File: config.mk
export PLATFORM = sky130hd
export DESIGN_NAME = icache
export DESIGN_NICKNAME = d
export VERILOG_FILES = /design/src/rtl/icache_pkg.sv /design/src/rtl/icache_data_ram.sv /design/src/rtl/icache.sv
export SDC_FILE = /design/constraint.sdc
export NUM_CORES = 2
export LEC_CHECK = 0
export CORE_MARGIN = 2
export CORE_UTILIZATION = 50
export DETAILED_ROUTE_END_ITERATION = 10
export PLACE_DENSITY = 0.64
export SETUP_SLACK_MARGIN = 0.2
export SLEW_MARGIN = 20
export SYNTH_ARGS = -nofsm -noshare
export SYNTH_HDL_FRONTEND = slang
export SYNTH_SLANG_ARGS = --single-unit
export TNS_END_PERCENT = 30
File: constraint.sdc
create_clock -name clk -period 7.5 [get_ports clk]
set_input_delay 1.875 -clock clk [delete_from_list [all_inputs] [get_ports clk]]
set_output_delay 1.875 -clock clk [all_outputs]
set_load 0.05 [all_outputs]
File: src/rtl/icache_pkg.sv
// Shared instruction-cache types: bus structs, line geometry, FSM state enum.
// UNCACHED state exists only when ICACHE_UNCACHED_KSEG1_EN is defined.
package icache_pkg;

  localparam int OFFSET_BITS    = 2;
  localparam int LINE_WORDS     = 4;
  localparam int LINE_ADDR_BITS = 28;

  typedef logic [31:0]                   word_t;
  typedef word_t [LINE_WORDS-1:0]        line_t;
  typedef logic [LINE_ADDR_BITS-1:0]     line_addr_t;
  typedef logic [OFFSET_BITS-1:0]        offset_t;

  typedef enum logic [2:0] {
    MSIZE1 = 3'd0,
    MSIZE2 = 3'd1,
    MSIZE4 = 3'd2
  } msize_t;

  typedef enum logic [3:0] {
    MLEN1  = 4'd0,
    MLEN2  = 4'd1,
    MLEN4  = 4'd3,
    MLEN8  = 4'd7,
    MLEN16 = 4'd15
  } mlen_t;

  typedef struct packed {
    logic  valid;
    word_t addr;
  } ibus_req_t;

  typedef struct packed {
    logic  addr_ok;
    logic  data_ok;
    word_t data;
  } ibus_resp_t;

  typedef struct packed {
    logic        valid;
    logic        is_write;
    msize_t      size;
    word_t       addr;
    logic [3:0]  strobe;
    word_t       data;
    mlen_t       len;
  } cbus_req_t;

  typedef struct packed {
    logic  ready;
    logic  last;
    word_t data;
  } cbus_resp_t;

`ifdef ICACHE_UNCACHED_KSEG1_EN
  typedef enum logic [1:0] {IDLE, REFILL, UNCACHED} state_t;
`else
  typedef enum logic [1:0] {IDLE, REFILL} state_t;
`endif

  function automatic logic is_kseg1(input word_t a);
    return a[31:29] == 3'b101;
  endfunction

endpackage

File: src/rtl/icache_data_ram.sv
// Line data storage: NUM_SETS x LINE_WORDS words, synchronous write, asynchronous read.
module icache_data_ram
  import icache_pkg::*;
#(
  parameter int NUM_SETS = 16,
  localparam int INDEX_BITS = $clog2(NUM_SETS)
) (
  input  logic                  clk,
  input  logic                  wen,
  input  logic [INDEX_BITS-1:0] widx,
  input  offset_t               woff,
  input  word_t                 wdata,
  input  logic [INDEX_BITS-1:0] ridx,
  input  offset_t               roff,
  output word_t                 rdata
);

  word_t mem [NUM_SETS][LINE_WORDS];

  always_ff @(posedge clk) begin
    if (wen) mem[widx][woff] <= wdata;
  end

  assign rdata = mem[ridx][roff];

endmodule

File: src/rtl/icache.sv
// Direct-mapped instruction cache, zero-latency hits, 4-beat line refill on miss.
// Define ICACHE_UNCACHED_KSEG1_EN to bypass the arrays for kseg1 (0xA0000000-0xBFFFFFFF) fetches.
module icache
  import icache_pkg::*;
#(
  parameter int NUM_SETS = 16
) (
  input  logic       clk,
  input  logic       resetn,
  input  ibus_req_t  ireq,
  output ibus_resp_t iresp,
  output cbus_req_t  creq,
  input  cbus_resp_t cresp
);

  localparam int INDEX_BITS = $clog2(NUM_SETS);
  localparam int TAG_BITS   = LINE_ADDR_BITS - INDEX_BITS;

  typedef logic [INDEX_BITS-1:0] index_t;
  typedef logic [TAG_BITS-1:0]   tag_t;

  state_t              state, state_nxt;
  logic [NUM_SETS-1:0] valid_q;
  tag_t                tags [NUM_SETS];
  line_addr_t          line_q;
  offset_t             cnt_q;

  index_t  req_idx;
  tag_t    req_tag;
  offset_t req_off;
  index_t  fill_idx;
  tag_t    fill_tag;
  logic    uncached_req;
  logic    hit;
  logic    fill_wen;
  word_t   hit_data;

  assign req_idx  = ireq.addr[OFFSET_BITS+2 +: INDEX_BITS];
  assign req_tag  = ireq.addr[31 -: TAG_BITS];
  assign req_off  = ireq.addr[3:2];
  assign fill_idx = line_q[INDEX_BITS-1:0];
  assign fill_tag = line_q[LINE_ADDR_BITS-1 -: TAG_BITS];

`ifdef ICACHE_UNCACHED_KSEG1_EN
  word_t uaddr_q;
  assign uncached_req = is_kseg1(ireq.addr);
`else
  assign uncached_req = 1'b0;
`endif

  assign hit      = ireq.valid && !uncached_req && valid_q[req_idx] && (tags[req_idx] == req_tag);
  assign fill_wen = (state == REFILL) && cresp.ready;

  icache_data_ram #(.NUM_SETS(NUM_SETS)) u_data_ram (
    .clk   (clk),
    .wen   (fill_wen),
    .widx  (fill_idx),
    .woff  (cnt_q),
    .wdata (cresp.data),
    .ridx  (req_idx),
    .roff  (req_off),
    .rdata (hit_data)
  );

  always_ff @(posedge clk or negedge resetn) begin
    if (!resetn) state <= IDLE;
    else         state <= state_nxt;
  end

  always_ff @(posedge clk or negedge resetn) begin
    if (!resetn) begin
      valid_q <= '0;
      line_q  <= '0;
      cnt_q   <= '0;
`ifdef ICACHE_UNCACHED_KSEG1_EN
      uaddr_q <= '0;
`endif
    end else if (state == IDLE) begin
      if (ireq.valid && !hit) begin
        line_q <= ireq.addr[31:4];
`ifdef ICACHE_UNCACHED_KSEG1_EN
        uaddr_q <= ireq.addr;
`endif
      end
    end else if (fill_wen) begin
      cnt_q <= cnt_q + 2'd1;
      // Invalidate up front so a half-written line can never hit.
      if (cnt_q == '0) valid_q[fill_idx] <= 1'b0;
      if (cresp.last) begin
        valid_q[fill_idx] <= 1'b1;
        cnt_q             <= '0;
      end
    end
  end

  always_ff @(posedge clk) begin
    if (fill_wen && cresp.last) tags[fill_idx] <= fill_tag;
  end

  always_comb begin
    state_nxt = state;
    iresp     = '0;
    creq      = '0;
    case (state)
      IDLE: begin
        if (hit) begin
          iresp.addr_ok = 1'b1;
          iresp.data_ok = 1'b1;
          iresp.data    = hit_data;
        end else if (ireq.valid) begin
`ifdef ICACHE_UNCACHED_KSEG1_EN
          if (uncached_req) state_nxt = UNCACHED;
          else
`endif
          state_nxt = REFILL;
        end
      end
      REFILL: begin
        creq.valid = 1'b1;
        creq.size  = MSIZE4;
        creq.len   = MLEN4;
        creq.addr  = {line_q, 4'b0000};
        if (cresp.ready && cresp.last) state_nxt = IDLE;
      end
`ifdef ICACHE_UNCACHED_KSEG1_EN
      UNCACHED: begin
        creq.valid = 1'b1;
        creq.size  = MSIZE4;
        creq.len   = MLEN1;
        creq.addr  = uaddr_q;
        if (cresp.ready && cresp.last) begin
          iresp.addr_ok = 1'b1;
          iresp.data_ok = 1'b1;
          iresp.data    = cresp.data;
          state_nxt     = IDLE;
        end
      end
`endif
      default: state_nxt = IDLE;
    endcase
  end

endmodule

* Word level (Yosys, flattened, before mapping)
Memory sizes are Yosys's and may differ from the RTL's.
Cells that the tools add are included.
** Operators by class
- Muxes and demuxes :: 27
- Reduce and logical (&&, ||, !) cells :: 14
- Add/subtract/negate cells :: 1
- Bitwise logic cells :: 6
- Eq/ne operators :: 5
- Order comparisons :: 6
** Operators with widths (number)
- two-way mux 128 bit :: 1
- two-way mux 34 bit :: 3
- two-way mux 32 bit :: 3
- binary-select mux 32 bit (select 2 bit) :: 1
- demux 32 bit (select 2 bit) :: 1
- two-way mux 16 bit :: 4
- == test 24 bit :: 1
- bitwise AND 16 bit :: 1
- NOT 16 bit :: 1
- OR 16 bit :: 1
- < comparator 4 x 5 -> 1 bit, second input constant :: 2
- two-way mux 2 bit :: 5
- logical AND 1 bit :: 8
- >= comparator 3 bit, second input constant :: 2
- two-way mux 1 bit :: 6
- NOT 2 -> 3 bit :: 2
- binary-select mux 1 bit (select 4 bit) :: 1
- demux 1 bit (select 4 bit) :: 1
- >= comparator 4 x 1 -> 1 bit, second input constant :: 1
- zero test 2 bit :: 2
- != test 2 bit, second input constant :: 2
- one-hot mux 2 bit (2 select lines) :: 1
- AND reduction 2 bit :: 2
- < comparator 3 x 1 -> 1 bit, second input constant :: 1
- 6 further kinds :: 6
** Storage, ports and cells
- Memories kept :: 2
- Bits in registers :: 48
- RAM bits :: 2432
- Logic and storage cells :: 65
- Output and inout bits :: 111
- Input port bits :: 69
** Memory list
- u_data_ram.mem :: words 16, width 128, rd ports 1, clocked after Yosys merged registers in 0, write ports 1, line icache_data_ram.sv:18 : word_t mem [NUM_SETS][LINE_WORDS];
- tags :: words 16, width 24, rd ports 1, clocked after Yosys merged registers in 0, write ports 1, line icache.sv:24 : tag_t tags [NUM_SETS];

* Logic depth before layout (Yosys ltp)
- Depth in word-level cells :: 11
- Gate-level depth with buffers :: 14
- Gate-level depth less buffers :: 8

* Modules after synthesis
A second synthesis with hierarchy kept.
** Second synthesis, totals
- Cells, all modules :: 4270
- Area, all modules :: 95409.0 um2
** Modules (own cells, without submodules)
- icache_data_ram :: area each 77635.7 um2, seq. area each 61499.0 um2, instances 1, cells an instance 3348
- icache :: area each 17773.3 um2, seq. area each 12707.2 um2, instances 1, cells an instance 922

* Worst setup path after synthesis
Ideal clock, no wire load.
- Kind :: input -> output
- Start :: in ireq[4] (netlist bit)
- End :: out iresp[23] (netlist bit)
- Data required time :: 5.625 ns
- Setup slack :: 0.370 ns
- Arrival time :: 5.255 ns
- Path buffers :: 6
- Stages on the path :: 12
- Cells stage by stage :: buf_4 > buf_4 > buf_2 > buf_2 > clkbuf_1 > mux2i_1 > xnor2_1 > o41ai_1 > nand4b_1 > nor4_2 > clkbuf_1 > and2_1
** RTL lines
- start, declared :: line icache.sv:10 : input ibus_req_t ireq,
- end, declared :: line icache.sv:11 : output ibus_resp_t iresp,

==> impl_metrics.csv <==
group,metric,value,unit
die,core,190000,µm²
drt,drc,0,
drt,ant_nets,0,
synthesis,ys_types,53,
sta,period_needed,7.12,ns
worst_setup_path,critPathLaunchType,"input pin",
drt,viasPerCell,6.24,
cells_and_area,areaGrowthSynthToFinish,14.8,%
worst_setup_path,crit_type,"input pin to output port",
cells_and_area,fin_area,110000,µm²
sta,clock_skew,0.0339,ns
synthesis,synth-seq-area-share,77.6,%
sta,finalHoldViolations,0,
worst_setup_path,required,5.62,ns
clock_network,cts_tree,"done",
power,power.total,31.2,mW
sta,tightest_slew,1.13,ns
grt,grt_pass1_vias,44300,
worst_setup_path,critical_path_peak_fanout,28,
die,die_x,441,µm
placement,portBuffers,132,
grt,grt_max_degree,101,
synthesis,synth_cells,3943,
clock_network,cts_buffer_depth,3,
sta,post-route-period-util,95.0,%
synthesis,synth_edf_count,2432,
synthesis,synthFlopType,"edfxtp_1",
run,maxCapViolCount,0,
clock_network,cts_setup_buffers,0,
power,powerDensity,285,nW/µm²
clock_network,cts_max_level,4,
grt,grt_antenna_before_repair,39,
drt,first_pass_iters,5,
sta,whs,0.501,ns
cells_and_area,layout-drive-gt1-share,32.3,%
placement,place_hpwl,134000,µm
synthesis,ys_seq_elements,2479,
cells_and_area,multiInputGateArea,20900,µm²
die,io_pins,180,
clock_network,clk_latency,0.88,ns
grt,grt_usage,24.2,%
drt,vias,43900,
die,initial_utilization,50.3,%
drt,dr.first_iter.drc_count,5828,
drt,wl_per_cell,33.1,µm
power,leakagePower,34.2,nW
worst_setup_path,critPathCaptureType,"output port",
synthesis,yosysWarnings,0,
sta,slew_viol_final,0,
cells_and_area,fill_cells,13400,
power,ir_drop,0.000340,V
clock_network,clkTransAtPathRegs,0.06,ns
placement,post-place-cells,6562,
synthesis,async_flop_share,1.90,%
die,die_h,441,µm
min_path,hold_class,"flop to flop",
grt,grt_overflow,0,
sta,rsz0062_at_grt,"no",
placement,placed_area,102000,µm²
grt,grt_first_pass_wirelength,331000,µm
sta,finalSetupViolCount,0,
sta,relSlewSlack,24.2,%
sta,setup_slack,0.375,ns
cells_and_area,instances_no_fill,7031,
die,dieArea,195000,µm²
synthesis,synth_area_per_cell,24.2,µm²
clock_network,cts-root-buf,"clkbuf_16",
clock_network,numCtsBuffers,237,
cells_and_area,nNetsFinal,4369,
clock_network,cts.sinks,2479,
die,rows,160,
worst_setup_path,worst_ep_arrival_time,5.25,ns
synthesis,syn-cell-area,95600,µm²
placement,place_congestion,0.778,
outcome,status,"completed",
sta,max_freq,0.140,GHz
drt,routed_wl,233000,µm
cells_and_area,final-seq-area,74200,µm²
placement,preCtsSetupSlack,-0.00726,ns
-- synthesized netlist by cell type (all sizes together), types with 5 or more instances --
cell type | instances | area share [%]
xnor2 | 12 | 0.11
nand2b | 5 | 0.033
dfrtp | 47 | 1.2
nand3 | 10 | 0.052
o22ai | 7 | 0.046
mux2 | 34 | 0.40
nor2b | 13 | 0.085
nand2 | 32 | 0.13
o21ai | 37 | 0.19
clkbuf | 103 | 0.40
xor2 | 16 | 0.15
nor2 | 94 | 0.37
edfxtp | 2432 | 76
a21oi | 6 | 0.031
mux4 | 764 | 18
mux2i | 46 | 0.48
buf | 155 | 0.96
and2 | 62 | 0.41
nand4 | 7 | 0.046
inv | 7 | 0.027
-- state kept, by name (all words and copies together) (netlist names), named ones only --
signal / flops
u_data_ram.mem: 2048
tags: 384
line_q: 28
valid_q: 15
cnt_q: 2
state: 1
-- power breakdown --
part           internal [mW]  switching [mW]
combinational           1.00            1.93
clock                   6.73            5.14
sequential              16.0           0.422
-- per-stage QoR --
stage / setup TNS (ns) / util [%]
after global routing: 0 / 57.8
final: 0 / 57.8
after floorplan: 0 / -
after detailed placement: -0.0318 / 53.5
after CTS: 0 / 57.6
after global placement: 0 / 53.5
-- placed cells by master, fill, tap and decap left out, drive strengths merged, types with 34 or more instances in the layout --
| master | instances |
|---|---|
| and2 | 62 |
| buf | 267 |
| clkbuf | 306 |
| clkdlybuf4s50 | 59 |
| clkinv | 100 |
| conb | 45 |
| dfrtp | 47 |
| edfxtp | 2432 |
| mux2 | 34 |
| mux2i | 46 |
| mux4 | 764 |
| nor2 | 94 |
| o21ai | 37 |
-- what timing repair did --
item                                    4_1_cts  5_1_grt
pin swaps                                     0        1
hold buffers                                  0        0
endpoints found under the setup margin       34       32
resized for setup                             4        4
cloned                                        0        1
-- per-layer routing --
metal	vias up	wire length, µm	global-route usage (%)
li1	17600	-	-
met1	24000	93600	35.1
met2	1997	115000	38.8
met3	322	18700	3.88
met4	6	5350	6.77
met5	-	38	0
-- worst paths after layout --
check	from	end	slack [ns]	cells after the start
setup / recovery	ireq[4]	iresp[24]	0.38	12
hold / removal	valid_q[3]$_DFFE_PN0P_	valid_q[3]$_DFFE_PN0P_	0.50	2
setup reg to reg	tags[4][4]$_DFFE_PP_	line_q[8]$_DFFE_PN0P_	3.89	9
hold reg to reg	valid_q[3]$_DFFE_PN0P_	valid_q[3]$_DFFE_PN0P_	0.50	2
max in group asynchronous	resetn	line_q[12]$_DFFE_PN0P_	5.77	2
min in group asynchronous	resetn	line_q[5]$_DFFE_PN0P_	1.13	2
-- area by class of cell --
class                           count  area share, %
Antenna cell                       19         0.0433
Clock buffer                      304           5.71
Clock inverter                    140           1.33
Inverter                            8         0.0274
Multi-Input combinational cell   1242           19.0
Sequential cell                  2479           67.6
Tap cell                         2511           2.86
Timing Repair Buffer              328           3.41
-- critical path, cell delays in order --
cell,delay (ns)
buf_16,0.23
mux4_2,0.55
mux4_2,0.52
xor2_1,0.22
nor4_2,0.41
buf_4,0.18
nand4_1,0.22
nor4_4,0.26
buf_12,0.22
buf_12,0.17
and2_1,0.18
buf_12,0.15
-- cells by family (layout without fill, tap and decap cells) --
logic type	count (synthesis)	after routing	share of synthesized area (%)
other	1	64	0.00392
and+or+nand+nor	241	241	1.25
xor gates and xnor gates	28	28	0.257
adders and majority gates	4	4	0.0524
DFF	2479	2479	77.6
AOI/OAI and AO/OA	80	80	0.531
buffers and inverters	266	780	1.39
muxes	844	844	18.9
Note: power is estimated with default switching activity, not from simulation.
